<file path="config.mk">
export PLATFORM = sky130hd
export DESIGN_NAME = centrosym_matrix_inv_flat
export DESIGN_NICKNAME = d
export VERILOG_FILES = /design/src/rtl/centrosym_matrix_inv_if.sv /design/src/rtl/centrosym_matrix_inv.sv /design/src/flat_wrapper.sv
export SDC_FILE = /design/constraint.sdc
export NUM_CORES = 1
export LEC_CHECK = 0
export CORE_ASPECT_RATIO = 0.75
export CORE_MARGIN = 2
export CORE_UTILIZATION = 32
export CTS_CLUSTER_SIZE = 8
export DETAILED_ROUTE_END_ITERATION = 10
export GPL_TIMING_DRIVEN = 1
export PLACE_DENSITY = 0.55
export RECOVER_POWER = 50
export SLEW_MARGIN = 40
export SYNTH_ARGS = -nofsm -noshare
export SYNTH_HDL_FRONTEND = slang
export SYNTH_SLANG_ARGS = --single-unit
</file>
<file path="constraint.sdc">
create_clock -name clk -period 9.11 [get_ports clk]
set_input_delay 1.3665 -clock clk [delete_from_list [all_inputs] [get_ports clk]]
set_output_delay 1.3665 -clock clk [all_outputs]
set_load 0.02 [all_outputs]
</file>
<file path="src/rtl/centrosym_matrix_inv_if.sv">
// Handshake bundle for centrosym_matrix_inv: y-pair input stream and x-pair output stream.
// The master drives y, din_* and dout_ready; the slave (the transform block) drives the rest.
interface centrosym_matrix_inv_if #(
   parameter int unsigned DIN_WIDTH = 19
);
   logic signed [DIN_WIDTH-1:0] y1_re;
   logic signed [DIN_WIDTH-1:0] y1_im;
   logic signed [DIN_WIDTH-1:0] y2_re;
   logic signed [DIN_WIDTH-1:0] y2_im;
   logic                        din_last;
   logic                        din_valid;
   logic                        din_ready;
   logic signed [DIN_WIDTH-1:0] x1_re;
   logic signed [DIN_WIDTH-1:0] x1_im;
   logic signed [DIN_WIDTH-1:0] x2_re;
   logic signed [DIN_WIDTH-1:0] x2_im;
   logic                        dout_valid;
   logic                        dout_ready;
   logic                        dout_last;
   logic                        frame_err;

   modport master (
      output y1_re, y1_im, y2_re, y2_im, din_last, din_valid, dout_ready,
      input  din_ready, x1_re, x1_im, x2_re, x2_im, dout_valid, dout_last, frame_err
   );

   modport slave (
      input  y1_re, y1_im, y2_re, y2_im, din_last, din_valid, dout_ready,
      output din_ready, x1_re, x1_im, x2_re, x2_im, dout_valid, dout_last, frame_err
   );
endinterface

</file>
<file path="src/rtl/centrosym_matrix_inv.sv">
// Inverse unitary (centrosymmetric) pair transform x = Q*y:
//   x1 = (y1 + j*y2)/2, x2 = (y1 - j*y2)/2
// Elastic 2-stage valid/ready pipeline with a frame counter that flags the last pair of each
// VECTOR_LEN-pair vector and a sticky frame_err when the upstream din_last tag disagrees.
// Build option: define CENTROSYM_INV_ROUND_EN for round-half-up halving; otherwise the halving
// truncates toward -inf. Latency and handshake are the same in both builds.
module centrosym_matrix_inv #(
   parameter int unsigned DIN_WIDTH  = 19,
   parameter int unsigned VECTOR_LEN = 4
) (
   input logic                   clk,
   input logic                   rst,
   centrosym_matrix_inv_if.slave bus
);

   localparam int unsigned CntW = (VECTOR_LEN > 1) ? $clog2(VECTOR_LEN) : 1;
   localparam logic [CntW-1:0] CntMax = CntW'(VECTOR_LEN - 1);

   typedef logic signed [DIN_WIDTH-1:0] din_t;
   typedef logic signed [DIN_WIDTH:0]   wide_t;

   // One extra bit of headroom so sums/differences of two full-scale inputs never wrap.
   function automatic wide_t ext(input din_t v);
      return {v[DIN_WIDTH-1], v};
   endfunction

   // Halve a widened sum back to DIN_WIDTH bits.
   function automatic din_t halve(input wide_t s);
`ifdef CENTROSYM_INV_ROUND_EN
      // +1 cannot overflow: the largest sum is 2^DIN_WIDTH-2.
      return din_t'((s + wide_t'(1)) >>> 1);
`else
      return din_t'(s >>> 1);
`endif
   endfunction

   // Stage 1 registers
   din_t y1_re_q, y1_im_q, y2_re_q, y2_im_q;
   logic last1_q, v1_q;

   // Stage 2 registers
   din_t x1_re_q, x1_im_q, x2_re_q, x2_im_q;
   logic last2_q, v2_q;

   // Framing state
   logic [CntW-1:0] cnt_q;
   logic            frame_err_q;

   logic e1, e2, out_xfer, cnt_at_max;
   din_t x1_re_d, x1_im_d, x2_re_d, x2_im_d;

   // Stage enables: a stage may load when it is empty or its contents move on this cycle.
   always_comb begin
      e2         = !v2_q || bus.dout_ready;
      e1         = !v1_q || e2;
      out_xfer   = v2_q && bus.dout_ready;
      cnt_at_max = (cnt_q == CntMax);
   end

   // Inverse pair transform on the stage-1 contents.
   always_comb begin
      x1_re_d = halve(ext(y1_re_q) - ext(y2_im_q));
      x1_im_d = halve(ext(y1_im_q) + ext(y2_re_q));
      x2_re_d = halve(ext(y1_re_q) + ext(y2_im_q));
      x2_im_d = halve(ext(y1_im_q) - ext(y2_re_q));
   end

   // Stage 1: capture the incoming pair and its din_last tag.
   always_ff @(posedge clk or posedge rst) begin
      if (rst) begin
         v1_q    <= 1'b0;
         last1_q <= 1'b0;
         y1_re_q <= '0;
         y1_im_q <= '0;
         y2_re_q <= '0;
         y2_im_q <= '0;
      end else if (e1) begin
         v1_q    <= bus.din_valid;
         last1_q <= bus.din_last;
         y1_re_q <= bus.y1_re;
         y1_im_q <= bus.y1_im;
         y2_re_q <= bus.y2_re;
         y2_im_q <= bus.y2_im;
      end
   end

   // Stage 2: register the transformed pair; the tag travels alongside for the framing check.
   always_ff @(posedge clk or posedge rst) begin
      if (rst) begin
         v2_q    <= 1'b0;
         last2_q <= 1'b0;
         x1_re_q <= '0;
         x1_im_q <= '0;
         x2_re_q <= '0;
         x2_im_q <= '0;
      end else if (e2) begin
         v2_q    <= v1_q;
         last2_q <= last1_q;
         x1_re_q <= x1_re_d;
         x1_im_q <= x1_im_d;
         x2_re_q <= x2_re_d;
         x2_im_q <= x2_im_d;
      end
   end

   // Pair index within the vector; no resync on a tag mismatch, the error is just latched.
   always_ff @(posedge clk or posedge rst) begin
      if (rst) begin
         cnt_q       <= '0;
         frame_err_q <= 1'b0;
      end else if (out_xfer) begin
         cnt_q <= cnt_at_max ? '0 : cnt_q + 1'b1;
         if (last2_q != cnt_at_max) begin
            frame_err_q <= 1'b1;
         end
      end
   end

   // Output drive.
   always_comb begin
      bus.din_ready  = e1;
      bus.dout_valid = v2_q;
      bus.dout_last  = v2_q && cnt_at_max;
      bus.frame_err  = frame_err_q;
      bus.x1_re      = x1_re_q;
      bus.x1_im      = x1_im_q;
      bus.x2_re      = x2_re_q;
      bus.x2_im      = x2_im_q;
   end

endmodule

</file>
<file path="src/flat_wrapper.sv">
// flat-port wrapper written by rule: the top's interface ports become plain ports
module centrosym_matrix_inv_flat 
#(
   parameter int unsigned DIN_WIDTH  = 19,
   parameter int unsigned VECTOR_LEN = 4
)
  (clk, rst, bus_y1_re, bus_y1_im, bus_y2_re, bus_y2_im, bus_din_last, bus_din_valid, bus_dout_ready, bus_din_ready, bus_x1_re, bus_x1_im, bus_x2_re, bus_x2_im, bus_dout_valid, bus_dout_last, bus_frame_err);
  centrosym_matrix_inv_if #(.DIN_WIDTH(DIN_WIDTH)) bus_i ();
  input logic clk;
  input logic rst;
  input wire logic [$bits(bus_i.y1_re)-1:0] bus_y1_re;
  input wire logic [$bits(bus_i.y1_im)-1:0] bus_y1_im;
  input wire logic [$bits(bus_i.y2_re)-1:0] bus_y2_re;
  input wire logic [$bits(bus_i.y2_im)-1:0] bus_y2_im;
  input wire logic [$bits(bus_i.din_last)-1:0] bus_din_last;
  input wire logic [$bits(bus_i.din_valid)-1:0] bus_din_valid;
  input wire logic [$bits(bus_i.dout_ready)-1:0] bus_dout_ready;
  output wire logic [$bits(bus_i.din_ready)-1:0] bus_din_ready;
  output wire logic [$bits(bus_i.x1_re)-1:0] bus_x1_re;
  output wire logic [$bits(bus_i.x1_im)-1:0] bus_x1_im;
  output wire logic [$bits(bus_i.x2_re)-1:0] bus_x2_re;
  output wire logic [$bits(bus_i.x2_im)-1:0] bus_x2_im;
  output wire logic [$bits(bus_i.dout_valid)-1:0] bus_dout_valid;
  output wire logic [$bits(bus_i.dout_last)-1:0] bus_dout_last;
  output wire logic [$bits(bus_i.frame_err)-1:0] bus_frame_err;
  assign bus_i.y1_re = bus_y1_re;
  assign bus_i.y1_im = bus_y1_im;
  assign bus_i.y2_re = bus_y2_re;
  assign bus_i.y2_im = bus_y2_im;
  assign bus_i.din_last = bus_din_last;
  assign bus_i.din_valid = bus_din_valid;
  assign bus_i.dout_ready = bus_dout_ready;
  assign bus_din_ready = bus_i.din_ready;
  assign bus_x1_re = bus_i.x1_re;
  assign bus_x1_im = bus_i.x1_im;
  assign bus_x2_re = bus_i.x2_re;
  assign bus_x2_im = bus_i.x2_im;
  assign bus_dout_valid = bus_i.dout_valid;
  assign bus_dout_last = bus_i.dout_last;
  assign bus_frame_err = bus_i.frame_err;
  centrosym_matrix_inv #(.DIN_WIDTH(DIN_WIDTH), .VECTOR_LEN(VECTOR_LEN)) u_core (.clk(clk), .rst(rst), .bus(bus_i));
endmodule
</file>
==> results.py <==
metrics = {
    "synth": {
        "synth_compound_area_share_pct": 18.30,
        "synthAdderAreaFrac_pct": 10.49,
        "synth_simple_gate_area_share_pct": 13.87,
        "postSynthAreaPerCell_sq_um": 9.225,
        "syn-instance-count": 1027,
        "synthTopCellsByArea": "dfrtp_1 (42%), ha_1 (9.6%), mux2_2 (4.8%)",
        "synth_area_leader_cell": "dfrtp_1",
        "ys_seq_area_share_pct": 42.00,
        "synth_edf_count": 0,
        "syn_nets": 1185,
        "syn_area_sq_um": 9474,
        "synth_most_common_cell": "dfrtp_1",
        "synth_top_family_by_area": "compound AO/OA/AOI/OAI gates",
        "synthArstFlopShare_pct": 100.0,
        "synth_top_area_share_pct": 42.00,
        "synth_mux_area_share_pct": 5.071,
        "yosys_warnings": 0,
        "synth_commonest_cells": "dfrtp_1 (159), nand2_1 (117), o21ai_0 (90)",
        "synth_flop_cell": "dfrtp_1",
        "synth_seq_cells": 159,
        "synthDistinctLibCells": 72,
        "synth-xor-area-share_pct": 4.900,
    },
    "cts": {
        "clkSinkCount": 159,
        "clock_latency_ns": 0.44,
        "post_cts_buffers": 0,
        "tritoncts.num_buffers": 17,
        "clk_path_buf_depth": 2,
        "clockRootBuffer": "clkbuf_16",
        "cts_tree": "done",
        "hold_buffers": 0,
        "clkSlewWorstSetupHoldPaths_ns": 0.06,
        "ctsResizeCount": 0,
        "htreeDepth": 4,
    },
    "worst_setup_path": {
        "arrival_ns": 3.80,
        "crit_path_end_kind": "primary output",
        "start_kind": "input pin",
        "critical_path_peak_fanout": 95,
        "worstRegToRegCells": 5,
        "crit_type": "input pin to primary output",
        "crit_required_ns": 7.74,
    },
    "power": {
        "ir_drop_v": 0.0001329,
        "power_leakage_nw": 5.195,
        "powerDensity_nw_per_um2": 242.6,
    },
    "sta": {
        "finalSetupViolations": 0,
        "rsz0062_at_grt": "false",
        "fin_setup_tns_ns": 0,
        "finalMaxSlewViolations": 164,
        "timing.final.crit_share_pct": 56.75,
        "final_hold_viol_count": 0,
        "fmax_mhz": 193.4,
        "period_minus_slack_ns": 5.170,
        "slew_headroom_pct": -160.3,
        "clock_skew_ns": 0.01519,
        "worst_pin_slew_ns": 3.883,
    },
    "floorplanning": {
        "dieArea_sq_um": 31010,
        "core_area_sq_um": 29120,
        "die_w_microns": 202.7,
        "die_y_microns": 153.0,
        "rows": 54,
        "initial_core_util_pct": 32.53,
        "io_pins": 161,
    },
    "detailed_routing": {
        "dr.pass1.iters": 5,
        "ant_nets": 0,
        "vias": 7699,
        "drt_iter0_markers": 484,
        "finalWirelength_microns": 25370,
        "viasPerCell": 4.945,
        "routedWlPerCell_microns": 16.29,
        "drc": 0,
    },
    "layout": {
        "final_cell_area_sq_um": 11980,
        "diodes": 0,
        "areaGrowthSynthToFinish_pct": 26.41,
        "n_fill_cell": 2913,
        "multi_input_area_sq_um": 5010,
        "drive_gt1_share_pct": 7.983,
        "seq_area_sq_um": 3979,
        "fin_nets": 1310,
    },
    "hold_path": {
        "hold_class": "flop to flop",
        "min_path_cells": 2,
    },
    "global_route": {
        "grt_usage_pct": 16.79,
        "grt_max_degree": 96,
        "antenna_found_initial": 0,
        "grt_pass1_wl_microns": 41370,
        "first_global_vias": 7528,
        "gr-total-overflow": 0,
    },
    "outcome": {
        "violations": "capacitance limit, slew limit",
        "status": "complete, but fails checks",
    },
    "job": {
        "cap_violations": 2,
    },
    "placement": {
        "gp_congestion": 0.8329,
        "post_dp_cell_area_sq_um": 11380,
        "hpwlAfterDp_microns": 18230,
        "port-buffer-count": 160,
    },
}
-- state kept, by name (all words and copies together) (netlist names) --
signal and count:
u_core.y2_re_q 19, u_core.y1_im_q 19, u_core.last1_q 1, u_core.bus.x1_im 19, u_core.cnt_q 2, u_core.y1_re_q 19, u_core.bus.frame_err 1, u_core.v1_q 1
u_core.bus.x2_im 19, u_core.y2_im_q 19, u_core.bus.x2_re 19, u_core.bus.x1_re 19, u_core.bus.dout_valid 1, u_core.last2_q 1
-- power breakdown --
part,internal (mW),switching [mW]
sequential,0.870,0.112
combinational,0.529,0.653
clock,0.438,0.304
-- kinds of logic after synthesis --
group | after synthesis
simple gates | 292
xor+xnor | 53
fa+ha+maj | 77
buf+inv | 129
flops | 159
mux | 43
compound gates | 274
-- critical path: stages --
cell	delay, ns
dlygate4sd3_1	0.60
nor2b_4	0.13
buf_6	0.55
nand2_4	0.44
clkdlybuf4s50_1	0.66
-- routing by layer --
metal	wire, microns	share of wire [%]	vias to the layer above	track usage [%]
met5	0	0	-	0
met2	10640	42	190	24.17
met3	1614	6.4	17	3.902
met4	238	0.94	0	3.823
met1	12880	51	3712	25.32
li1	-	-	3780	-
-- path summary, 6_finish.rpt --
kind	from	end	slack, ns
worst min-delay path	u_core.last1_q	u_core.last2_q	0.48
worst min register to register	u_core.last1_q	u_core.last2_q	0.48
min in group asynchronous	rst	u_core.y1_re_q[3]	2.51
worst max-delay path	bus_dout_ready	bus_din_ready	3.94
max in group asynchronous	rst	u_core.bus.x1_im[6]	4.76
worst max register to register	u_core.bus.dout_valid	u_core.bus.x2_im[18]	5.17
-- layout make-up --
class                   instances  share of cell area (%)
flip-flops and latches        159                   33.22
repair buffers                164                   13.69
multi-input cells             739                   41.83
well taps                     392                   4.095
clock inverters                10                   1.139
clock buffers                  22                   3.792
inverters                      71                   2.236
-- metrics by stage --
stage	hold WS (ns)	total power [mW]	instances	utilization, %	worst slack [ns]
3_5_place_dp	0.4659	2.180	1525	39.09	4.045
4_1_cts	0.4833	2.938	1557	41.12	4.033
2_1_floorplan	0.4346	1.697	1027	-	3.452
3_3_place_gp	0.4581	2.168	1525	39.07	3.802
6_report	0.4825	2.906	1557	41.13	3.940
5_1_grt	0.5053	3.094	1557	41.13	3.527
-- cell usage in the layout, fill, tap and decap left out, types with 40 or more instances in the layout --
cell type and count:
mux2_2 40, a21oi_1 79, o21ai_0 91, ha_1 73
nor2_1 83, xnor2_1 40, dfrtp_1 159, inv_1 70
nand2_1 116, clkdlybuf4s50_1 158
Power figures use the tool's default switching activity.
